<file path="src/rtl/fifo_rd_arbiter.sv">
// Round-robin owner of an async FIFO's read port, living in the r_clk domain.
// Grants bursts of up to BURST_LEN accepted reads and steers rd_valid to the reading owner.
module fifo_rd_arbiter #(
    parameter int NUM_REQ   = 4,
    parameter int BURST_LEN = 4,
    parameter int EN_REG    = 1,
    parameter int DATA_LAT  = 0
) (
    input  logic               r_clk,
    input  logic               rrst_n,
    input  logic [NUM_REQ-1:0] req,
    input  logic               r_empty,
    output logic               r_en,
    output logic [NUM_REQ-1:0] gnt,
    output logic [NUM_REQ-1:0] rd_valid,
    output logic               busy
);
    localparam int IW = (NUM_REQ > 1) ? $clog2(NUM_REQ) : 1;
    localparam int CW = $clog2(BURST_LEN + 1);
    localparam logic [CW-1:0] BURST_MAX = CW'(BURST_LEN);
    localparam logic [IW-1:0] LAST_INIT = IW'(NUM_REQ - 1);

    typedef enum logic [1:0] {
        IDLE  = 2'd0,
        BURST = 2'd1,
        DRAIN = 2'd2
    } state_t;

    function automatic logic [NUM_REQ-1:0] onehot_f(input logic [IW-1:0] idx);
        logic [NUM_REQ-1:0] vec;
        vec = '0;
        for (int i = 0; i < NUM_REQ; i++) begin
            vec[i] = (int'(idx) == i);
        end
        return vec;
    endfunction

    state_t             state_r;
    state_t             state_next_s;
    logic [NUM_REQ-1:0] gnt_r;
    logic [IW-1:0]      owner_r;
    logic [IW-1:0]      last_r;
    logic               busy_r;
    logic [CW-1:0]      issued_cnt_r;
    logic [CW-1:0]      acc_cnt_r;

    logic               found_s;
    logic [IW-1:0]      pick_s;
    logic [IW-1:0]      cand_s;
    logic               req_own_s;
    logic               r_en_s;
    logic               acc_s;
    logic               rej_s;
    logic [IW-1:0]      acc_own_s;
    logic               pend_any_s;
    logic               acc_hit_s;
    logic               start_s;
    logic               stop_s;
    logic [NUM_REQ-1:0] acc_vec_s;

    assign req_own_s = |(req & gnt_r);
    assign r_en_s    = (state_r == BURST) & req_own_s & ~r_empty & (issued_cnt_r < BURST_MAX);
    assign acc_hit_s = ({1'b0, acc_cnt_r} + {{CW{1'b0}}, acc_s}) >= {1'b0, BURST_MAX};
    assign start_s   = (state_r == IDLE) & (state_next_s == BURST);
    assign stop_s    = (state_r == DRAIN) & (state_next_s == IDLE);

    // Rotating-priority search beginning just after the previous winner
    always_comb begin
        found_s = 1'b0;
        pick_s  = '0;
        cand_s  = last_r;
        for (int k = 0; k < NUM_REQ; k++) begin
            if (cand_s == LAST_INIT) begin
                cand_s = '0;
            end else begin
                cand_s = cand_s + IW'(1);
            end
            if (!found_s && (|(req & onehot_f(cand_s)))) begin
                found_s = 1'b1;
                pick_s  = cand_s;
            end else begin
                found_s = found_s;
            end
        end
    end

    // Next-state decode; DRAIN holds the grant until every issued read is resolved
    always_comb begin
        state_next_s = state_r;
        case (state_r)
            IDLE: begin
                if (found_s) begin
                    state_next_s = BURST;
                end else begin
                    state_next_s = IDLE;
                end
            end
            BURST: begin
                if (acc_hit_s || !req_own_s) begin
                    state_next_s = DRAIN;
                end else begin
                    state_next_s = BURST;
                end
            end
            DRAIN: begin
                if (!pend_any_s) begin
                    state_next_s = IDLE;
                end else begin
                    state_next_s = DRAIN;
                end
            end
            default: state_next_s = IDLE;
        endcase
    end

    // State, grant, owner and round-robin pointer registers
    always_ff @(posedge r_clk) begin
        if (!rrst_n) begin
            state_r <= IDLE;
            gnt_r   <= '0;
            owner_r <= '0;
            last_r  <= LAST_INIT;
            busy_r  <= 1'b0;
        end else begin
            state_r <= state_next_s;
            busy_r  <= (state_next_s != IDLE);
            if (start_s) begin
                gnt_r   <= onehot_f(pick_s);
                owner_r <= pick_s;
                last_r  <= pick_s;
            end else if (stop_s) begin
                gnt_r <= '0;
            end else begin
                gnt_r <= gnt_r;
            end
        end
    end

    // Burst counters: a rejected read gives its issue slot back
    always_ff @(posedge r_clk) begin
        if (!rrst_n) begin
            issued_cnt_r <= '0;
            acc_cnt_r    <= '0;
        end else if (start_s) begin
            issued_cnt_r <= '0;
            acc_cnt_r    <= '0;
        end else begin
            issued_cnt_r <= issued_cnt_r + CW'(r_en_s) - CW'(rej_s);
            acc_cnt_r    <= acc_cnt_r + CW'(acc_s);
        end
    end

    generate
        if (EN_REG == 0) begin : g_comb_acc
            // r_en already requires a non-empty FIFO, so every issue is accepted on the spot
            assign acc_s      = r_en_s;
            assign rej_s      = 1'b0;
            assign acc_own_s  = owner_r;
            assign pend_any_s = 1'b0;
        end else begin : g_reg_acc
            logic [EN_REG-1:0] pend_r;
            logic [IW-1:0]     pown_r [EN_REG];

            // Carry each issued read and its owner up to the FIFO's accept decision
            always_ff @(posedge r_clk) begin
                if (!rrst_n) begin
                    pend_r <= '0;
                    for (int i = 0; i < EN_REG; i++) begin
                        pown_r[i] <= '0;
                    end
                end else begin
                    pend_r[0] <= r_en_s;
                    pown_r[0] <= owner_r;
                    for (int i = 1; i < EN_REG; i++) begin
                        pend_r[i] <= pend_r[i-1];
                        pown_r[i] <= pown_r[i-1];
                    end
                end
            end

            assign acc_s      = pend_r[EN_REG-1] & ~r_empty;
            assign rej_s      = pend_r[EN_REG-1] & r_empty;
            assign acc_own_s  = pown_r[EN_REG-1];
            assign pend_any_s = |pend_r;
        end
    endgenerate

    assign acc_vec_s = acc_s ? onehot_f(acc_own_s) : {NUM_REQ{1'b0}};

    generate
        if (DATA_LAT == 0) begin : g_valid_now
            assign rd_valid = acc_vec_s;
        end else begin : g_valid_pipe
            logic [NUM_REQ-1:0] vpipe_r [DATA_LAT];

            // Delay the accepting owner to line up with the FIFO's read data
            always_ff @(posedge r_clk) begin
                if (!rrst_n) begin
                    for (int i = 0; i < DATA_LAT; i++) begin
                        vpipe_r[i] <= '0;
                    end
                end else begin
                    vpipe_r[0] <= acc_vec_s;
                    for (int i = 1; i < DATA_LAT; i++) begin
                        vpipe_r[i] <= vpipe_r[i-1];
                    end
                end
            end

            assign rd_valid = vpipe_r[DATA_LAT-1];
        end
    endgenerate

    assign r_en = r_en_s;
    assign gnt  = gnt_r;
    assign busy = busy_r;

endmodule
</file>
<file path="config.mk">
export PLATFORM = sky130hd
export DESIGN_NAME = fifo_rd_arbiter
export DESIGN_NICKNAME = d
export VERILOG_FILES = /design/src/rtl/fifo_rd_arbiter.sv
export SDC_FILE = /design/constraint.sdc
export NUM_CORES = 1
export LEC_CHECK = 0
export CORE_UTILIZATION = 54
export DETAILED_ROUTE_END_ITERATION = 16
export PLACE_DENSITY = 0.84
export SLEW_MARGIN = 20
export SYNTH_ARGS = -nofsm -noshare
export SYNTH_HDL_FRONTEND = slang
export SYNTH_SLANG_ARGS = --single-unit
</file>
<file path="constraint.sdc">
create_clock -name r_clk -period 2.2 [get_ports r_clk]
set_input_delay 0.33 -clock r_clk [delete_from_list [all_inputs] [get_ports r_clk]]
set_output_delay 0.33 -clock r_clk [all_outputs]
set_load 0.02 [all_outputs]
</file>
Yosys cells after proc, flatten, opt, wreduce, memory -nomap -nowiden
Memories as Yosys holds them, arrays and structs flattened.
Index checks and enable logic that the tools add are counted.
- reduce and logical (&&, ||, !) cells: 25
- muxes and demuxes: 23
- add/subtract/negate cells: 8
- magnitude comparators: 2
- bitwise gates (word level): 14
- equality and inequality tests: 25
- operator list (operator ; count):
    $eq A2 B2 Y1 const B ; 17
    $mux W2 ; 11
    $and A4 B4 Y4 ; 5
    $reduce_or A4 Y1 ; 5
    $eq A2 B1 Y1 const B ; 8
    $logic_not A2 Y1 ; 8
    $mux W4 ; 3
    $add A2 B1 Y2 const B ; 4
    $mux W1 ; 8
    $and A1 B1 Y1 ; 7
    $add A3 B1 Y3 ; 2
    $pmux W2 S3 ; 1
    $add A3 B1 Y4 ; 1
    $ge A4 B3 Y1 const B ; 1
    $logic_not A1 Y1 ; 4
    $reduce_bool A2 Y1 ; 2
    $reduce_or A2 Y1 ; 2
    $logic_and A1 B1 Y1 ; 3
    $lt A3 B3 Y1 const B ; 1
    $sub A3 B1 Y3 ; 1
    $not A1 Y1 ; 2
    $logic_or A1 B1 Y1 ; 1
- flip-flop bits (word level): 18
- memories: 1
- input bits: 7
- logic and storage cells: 106
- output and inout bits: 10
- memory bits (writable): 2
- memories (memory ; words ; width ; read ports ; clocked after memory_dff ; wr ports ; RTL line ; text):
    g_reg_acc.pown_r ; 1 ; 2 ; 1 ; 0 ; 1 ; 162 ; logic [IW-1:0] pown_r [EN_REG];

Depth between registers and ports, before layout
Gate-level depths: netlist (run 1).
- depth in word-level cells: 21
- depth in mapped cells: 8
- mapped depth without buffers: 8

Least setup slack after synthesis (run 1)
No wires, ideal clock.
- path kind: reg-to-reg
- from: reg gnt_r[0], in the netlist gnt[0]
- to: reg issued_cnt_r[1]
- data arrival time: 2.300 ns
- stages on the path, launching flop included: 7
- period minus slack after synthesis: 2.415 ns
- data required time: 2.085 ns
- library setup time: 0.115 ns
- path slack: -0.215 ns
- buffers on the path: 0
- cell sequence: dfxtp_1 -> a22o_1 -> a221oi_1 -> nor4_1 -> ha_1 -> fa_1 -> and2_1
- elaborated cells on any way between the ends: 14
- classes of those cells: add/sub (2); eq/ne (1); mux (2); bitwise (5); reduce/logical (4)
- RTL lines (item ; RTL line ; text):
    from (decl) ; 40 ; logic [NUM_REQ-1:0] gnt_r;
    from (signal assigned) ; 128 ; gnt_r <= onehot_f(pick_s);
    from (signal assigned) ; 134 ; gnt_r <= gnt_r;
    $and A4 B4 Y4 ; 61 ; assign req_own_s = |(req & gnt_r);
    $reduce_or A4 Y1 ; 61 ;
    $and A1 B1 Y1 (3 in a row) ; 62 ; assign r_en_s = (state_r == BURST) & req_own_s & ~r_empty & (issued_cnt_r < BURST_MAX);
    via r_en ; 13 ; output logic r_en,
    $add A3 B1 Y3 ; 148 ; issued_cnt_r <= issued_cnt_r + CW'(r_en_s) - CW'(rej_s);
    $sub A3 B1 Y3 ; 148 ;
    to (signal assigned) ; 148 ;
    to (decl) ; 44 ; logic [CW-1:0] issued_cnt_r;
The timed path passes the listed nets, and every way through them passes these cells.
A chain may end at the register's enable or synchronous reset.

Worst setup path in the final report (run 1)
- from: in r_empty
- to: out rd_valid[1]
- word-level cells in the longest chain between the ends: 3
- RTL lines (item ; RTL line ; text):
    from (decl) ; 12 ; input logic r_empty,
    $not A1 Y1 ; 181 ; assign acc_s = pend_r[EN_REG-1] & ~r_empty;
    $and A1 B1 Y1 ; 181 ;
    $mux W4 ; 188 ; assign acc_vec_s = acc_s ? onehot_f(acc_own_s) : {NUM_REQ{1'b0}};
    to (decl) ; 15 ; output logic [NUM_REQ-1:0] rd_valid,
Every way passes these cells.

==> results of run 1 <==
## final timing paths
path / startpoint / end / slack (ps) / cells after the start
max reg2reg: last_r[1] / gnt[0] / 120 / 8
max: r_empty / rd_valid[1] / 70 / 5
min reg2reg: owner_r[1] / g_reg_acc.pown_r[0][1] / 480 / 1
min: owner_r[1] / g_reg_acc.pown_r[0][1] / 480 / 1
## synthesized netlist by cell type, types with 2 or more instances
| cell type | instances |
|---|---|
| dfxtp_1 | 20 |
| nor2_1 | 13 |
| and2_1 | 10 |
| ha_1 | 9 |
| nand2_1 | 7 |
| inv_1 | 6 |
| a22o_1 | 5 |
| a22oi_1 | 4 |
| a32o_1 | 4 |
| o21ai_1 | 4 |
| a21oi_1 | 3 |
| nand2b_1 | 3 |
| xnor2_1 | 3 |
| a22o_2 | 2 |
| a32oi_1 | 2 |
| buf_6 | 2 |
| nor3_1 | 2 |
| o211ai_1 | 2 |
| o21bai_1 | 2 |
| o32ai_1 | 2 |
## critical path: stages
cell	delay, ps
clkdlybuf4s50_1	470
nor2b_2	210
nand2_1	80
nor2_1	100
clkdlybuf4s50_1	610
## what timing repair did
action | CTS | global route
gates resized for setup | 4 | 8
pin swaps | 0 | 1
endpoints found under the setup margin | 3 | 13
hold buffers | 0 | 0
## metrics by stage
| step | instances | TNS [ps] |
|---|---|---|
| floorplan | 131 | 0 |
| global placement | 190 | -798 |
| detailed placement | 190 | -1120 |
| CTS | 194 | 0 |
| global route | 194 | 0 |
| finish | 194 | 0 |
## power by group
| group | leakage [nW] | total, mW | switching [mW] | internal (mW) |
|---|---|---|---|---|
| clock network | 0.0210 | 0.217 | 0.116 | 0.101 |
| registers | 0.163 | 0.515 | 0.0662 | 0.449 |
| logic | 0.490 | 1.25 | 0.661 | 0.585 |
## sequential cells by signal (all words and copies together), names as in the netlist
name and count:
acc_cnt_r 3, busy 1, g_reg_acc.pend_r 1, g_reg_acc.pown_r 2
gnt 4, issued_cnt_r 3, last_r 2, owner_r 2
state_r 2
## cells by family (layout without fill, tap and decap cells)
logic type | Yosys count | in the layout
simple gates | 50 | 50
flops | 20 | 20
fa+ha+maj | 10 | 10
compound gates | 39 | 39
xor+xnor | 3 | 3
buf+inv | 9 | 44
## routing by layer
layer	global-route usage (%)	vias to the layer above
met1	31.2	515
met3	4.24	2
li1	-	554
met5	0	-
met4	7.14	0
met2	43.8	37
## layout make-up
class	count	share of cell area [%]
sequential	20	24.8
tap	28	2.16
multi-input combinational	102	50.7
inverter	7	2.47
clock buffer	4	2.24
timing repair buffer	33	17.6
==> run_results.csv, run 1 <==
group,metric,value,unit
run_status,outcome,"complete, no violations",
floorplan,start_util,56.8,%
drt,drcViolationCount,0,
synthesis,synth_top_family_by_area,"compound AO/OA/AOI/OAI gates",
critical_path,worst-path-max-fanout,5,
clocking,clock_path_buffers,2,
global_routing,grt_pass1_vias,1104,
floorplan,dieArea,2520,µm²
sta,fmax,470,MHz
floorplan,core,2210,µm²
floorplan,fp.dieH,50.2,µm
sta,rsz0062_at_grt,"false",
drt,firstDrtPassIters,4,
power_and_ir_drop,power_density,1220,nW/µm²
drt,via_per_inst,5.71,
cells_and_area,post-route-cell-area,1620,µm²
clocking,post_cts_buffers,0,
synthesis,synth-simple-area-share,23.7,%
synthesis,synth-main-ff-cell,"dfxtp_1",
clocking,clk_latency,310,ps
drt,drt-met1-wl,1.26,mm
placed_design,dpl_cell_area,1560,µm²
drt,dr_wl_met3,144,µm
global_routing,antenna_found_initial,0,
drt,detail-route-antenna-nets,0,
sta,setup_violations,0,
synthesis,synth.area.top_cells,"dfxtp_1 32%, ha_1 9.0%, and2_1 5.0%",
job,drv_cap,0,
critical_path,end_kind,"output pin",
synthesis,yosys_register_bits,20,
clocking,cts.clk_slew.worst_paths,110,ps
global_routing,grt_pass1_wl,4.85,mm
floorplan,fp-row-count,17,
critical_path,critPathKind,"in -> out",
drt,wl_per_cell,14.8,µm
cells_and_area,multi_input_area,823,µm²
synthesis,synth.distinct_cells,46,
synthesis,avgSynthCellArea,9.59,µm²
sta,relSlewSlack,72.3,%
synthesis,yosysWarnings,0,
placed_design,dpl.hpwl,2.23,mm
drt,vias,1108,
worst_hold_path,hold_class,"reg -> reg",
clocking,cts_root_buf,"clkbuf_4",
drt,met2_length,1.45,mm
critical_path,worstPathRequired,1870,ps
sta,fin_ws,74.4,ps
drt,topRoutingLayerUsed,"met4",
clocking,clock_sinks,20,
sta,hold_viol,0,
synthesis,synthAdderAreaFrac,10.6,%
cells_and_area,syn2layout_area_growth,29.2,%
synthesis,synth_area_leader_cell,"dfxtp_1",
global_routing,grt_overflow_total,0,
sta,fin_skew,7.34,ps
placed_design,portBuffers,16,
floorplan,io_pins,17,
synthesis,yosys.area.top_type_share,31.9,%
cells_and_area,drive_gt1_share,27.7,%
clocking,numCtsBuffers,3,
synthesis,synth_fp_nets,148,
cells_and_area,final_common_cell,"dfxtp_1",
critical_path,arrival,1800,ps
global_routing,grt_use_total,25.1,%
synthesis,muxShareOfSynthArea,0,%
placed_design,gp_congestion,0.891,
sta,final_max_slew_viol_count,0,
sta,worstMarginPinSlew,413,ps
drt,wl,2.87,mm
synthesis,synth-compound-area-share,26.8,%
floorplan,die_w,50.2,µm
clocking,cts_tree,"done",
cells_and_area,fill_cells,162,
placed_design,place_ws,-401,ps
drt,drtIter0Drc,32,
sta,period_needed,2130,ps
sta,fin_crit_sh,96.6,%
synthesis,synth-xor-area-share,2.09,%
synthesis,netlist_area,1260,µm²
cells_and_area,final_cell_mix,"18 x dfxtp_1, 17 x buf_4, 14 x clkdlybuf4s50_1, 13 x nor2_1, 10 x and2_1",
critical_path,crit_path_start_kind,"primary input",
power_and_ir_drop,ir_drop,0.992,mV
synthesis,async_flop_share,0,%
power_and_ir_drop,leakagePower,0.674,nW
clocking,h-tree-depth,1,
synthesis,post_synth_inst_count,131,
global_routing,grt_max_degree,16,
synthesis,ys_seq_area_share,31.9,%
cells_and_area,fin_util,73.4,%
cells_and_area,ff_latch_area,403,µm²
synthesis,synth-edff-count,0,
sta,holdWs,476,ps
power_and_ir_drop,p_total,1.98,mW
cells_and_area,layout.nets,184,
cells_and_area,diodes,0,
(Power assumes the default switching activity.)
==> run 2, diff against run 1 <==
--- a/config.mk
+++ b/config.mk
@@ -5,9 +5,11 @@
 export SDC_FILE = /design/constraint.sdc
 export NUM_CORES = 1
 export LEC_CHECK = 0
-export CORE_UTILIZATION = 54
+export CORE_ASPECT_RATIO = 2
+export CORE_UTILIZATION = 40
 export DETAILED_ROUTE_END_ITERATION = 16
-export PLACE_DENSITY = 0.84
+export PLACE_DENSITY = 0.66
+export REMOVE_ABC_BUFFERS = 1
 export SLEW_MARGIN = 20
 export SYNTH_ARGS = -nofsm -noshare
 export SYNTH_HDL_FRONTEND = slang
==> constraint.sdc (replaced) <==
create_clock -name r_clk -period 2 [get_ports r_clk]
set_input_delay 0.3 -clock r_clk [delete_from_list [all_inputs] [get_ports r_clk]]
set_output_delay 0.3 -clock r_clk [all_outputs]
set_load 0.02 [all_outputs]
==> run 2 against run 1 <==
Global-route usage down 3.7 points. First-iteration DRC count decreased by 41%. Sequential share of layout area shrank 3.3 points. Combinational power is 38% higher. Critical path depth grew 2. Flip-flop and latch count unchanged.
==> run_results.csv, run 2 (synthesized netlist as in run 1, its figures left out) <==
group,metric,value,unit
run_status,outcome,"complete, no violations",
cells_and_area,fin_util,63.3,%
cells_and_area,fill_cells,237,
sta,fin_skew,1.68,ps
power_and_ir_drop,p_comb_share,63.7,%
drt,firstDrtPassIters,4,
critical_path,worst-path-max-fanout,6,
global_routing,grt_pass1_vias,1262,
drt,wl,3.40,mm
drt,via_per_inst,5.76,
sta,fin_crit_sh,98.3,%
power_and_ir_drop,internal_power,1.61,mW
power_and_ir_drop,p_seq_share,21.4,%
power_and_ir_drop,ir_drop,1.02,mV
clocking,ctsHoldBuffers,0,
floorplan,io_pins,17,
floorplan,die_w,41.6,µm
critical_path,critPathKind,"reg -> reg",
cells_and_area,post-route-cell-area,1890,µm²
clocking,numCtsBuffers,3,
drt,drcViolationCount,0,
clocking,clk_latency,260,ps
clocking,clock_path_buffers,2,
global_routing,grt_pass1_wl,5.45,mm
floorplan,fp.dieH,81.3,µm
sta,period_needed,1970,ps
global_routing,grt_use_total,21.4,%
clocking,cts_root_buf,"clkbuf_8",
drt,detail-route-antenna-nets,0,
power_and_ir_drop,swShare,40.2,%
clocking,clock_sinks,20,
cells_and_area,diodes,0,
cells_and_area,layout.nets,194,
placed_design,portBuffers,16,
global_routing,grt_max_degree,13,
global_routing,antenna_found_initial,0,
placed_design,dpl_cell_area,1630,µm²
critical_path,end_kind,"register",
drt,wl_per_cell,16.5,µm
power_and_ir_drop,clkPwrFrac,14.8,%
clocking,h-tree-depth,1,
global_routing,grt_overflow_total,0,
sta,fmax,509,MHz
power_and_ir_drop,power_density,1430,nW/µm²
critical_path,worstPathRequired,2160,ps
floorplan,core,2980,µm²
drt,vias,1186,
sta,rsz0062_at_grt,"true",
critical_path,arrival,2120,ps
cells_and_area,syn2layout_area_growth,50.1,%
floorplan,fp-row-count,28,
cells_and_area,final_common_cell,"buf_4",
sta,holdWs,466,ps
cells_and_area,final_cell_mix,"25 x buf_4, 17 x dfxtp_1, 12 x nor2_1, 10 x and2_1, 8 x dlygate4sd2_1",
floorplan,start_util,42.2,%
placed_design,gp_congestion,0.946,
sta,worstMarginPinSlew,340,ps
clocking,cts.clk_slew.worst_paths,70,ps
placed_design,dpl.hpwl,2.56,mm
clocking,cts_tree,"done",
critical_path,crit_path_start_kind,"register",
drt,drtIter0Drc,19,
floorplan,dieArea,3380,µm²
cells_and_area,drive_gt1_share,39.8,%
worst_hold_path,hold_class,"in -> reg",
job,drv_cap,0,
sta,hold_viol,0,
power_and_ir_drop,leakagePower,0.807,nW
sta,setup_violations,0,
cells_and_area,largest_reg_flops,4,
sta,relSlewSlack,77.3,%
power_and_ir_drop,p_sw,1.08,mW
critical_path,ff2ff_setup_slack,30,ps
sta,final_max_slew_viol_count,0,
## run 2: changes by cell type in the layout (fill, tap and decap cells not counted), moves of 3 or more
cell | previous run | this run
buf_4 | 17 | 25
clkdlybuf4s50_1 | 14 | 6
dlygate4sd2_1 | 0 | 8
a22o_4 | 0 | 4
ha_1 | 8 | 4
ha_4 | 0 | 4
clkbuf_4 | 3 | 0
## run 2: cell type report
type | count | area [µm²] | area share, %
flip-flops and latches | 20 | 407 | 21.6
well taps | 30 | 37.5 | 1.99
inverters | 7 | 42.5 | 2.26
clock inverters | 1 | 30.0 | 1.59
multi-input cells | 102 | 962 | 51.0
repair buffers | 43 | 365 | 19.4
clock buffers | 3 | 41.3 | 2.19
## run 2: power by group through the flow
stage                     registers, mW  clock network [mW]  logic (mW)
after floorplan                   0.592                   0       0.821
after global placement            0.557                   0        1.43
after detailed placement          0.560                   0        1.44
after CTS                         0.566               0.408        1.52
after global routing              0.586               0.425        1.85
final                             0.578               0.400        1.72
## run 2: final timing paths
path,from,depth (start not counted),endpoint
hold / removal,r_empty,3,g_reg_acc.pend_r
setup / recovery,last_r[0],7,gnt[1]
setup reg to reg,last_r[0],7,gnt[1]
hold reg to reg,owner_r[1],1,g_reg_acc.pown_r[0][1]
## run 2: worst max-delay path, cell delays in order, from the launching register on
cell and delay (ps):
dfxtp_4 410, inv_4 60, ha_4 180, a22o_4 280
or2_4 280, a2111oi_4 270, nor3_4 120, a32o_1 260
## run 2: repair_timing
| action | CTS | global route |
|---|---|---|
| pin swaps | 11 | 17 |
| setup buffers | 0 | 2 |
| gates resized for setup | 27 | 22 |
| setup endpoints to repair | 19 | 16 |
| cloned | 0 | 0 |
## run 2: metrics by stage
| stage | total power [mW] | setup slack (ps) | instances | setup TNS, ps |
|---|---|---|---|---|
| final | 2.69 | 34.4 | 206 | 0 |
| after global routing | 2.86 | -64.1 | 206 | -283 |
| after CTS | 2.49 | 3.24 | 204 | 0 |
| after detailed placement | 2.00 | -585 | 201 | -4810 |
| after global placement | 1.98 | -513 | 201 | -4230 |
| after floorplan | 1.41 | -415 | 129 | -860 |
## run 2: layer usage
layer	global-route usage, %	share of wire (%)	vias to the layer above
met1	18.8	34	565
met4	14.8	4.9	0
met5	0	0	-
met3	2.22	2.0	12
li1	-	-	579
met2	43.0	59	30
==> run 3, diff against run 2 <==
--- a/config.mk
+++ b/config.mk
@@ -7,10 +7,11 @@
 export LEC_CHECK = 0
 export CORE_ASPECT_RATIO = 2
 export CORE_UTILIZATION = 40
+export CTS_CLUSTER_SIZE = 28
 export DETAILED_ROUTE_END_ITERATION = 16
 export PLACE_DENSITY = 0.66
 export REMOVE_ABC_BUFFERS = 1
-export SLEW_MARGIN = 20
+export SLEW_MARGIN = 25
 export SYNTH_ARGS = -nofsm -noshare
 export SYNTH_HDL_FRONTEND = slang
 export SYNTH_SLANG_ARGS = --single-unit
==> results of run 3 <==
The final DEF is identical to that of run 2; final timing and power are the same.
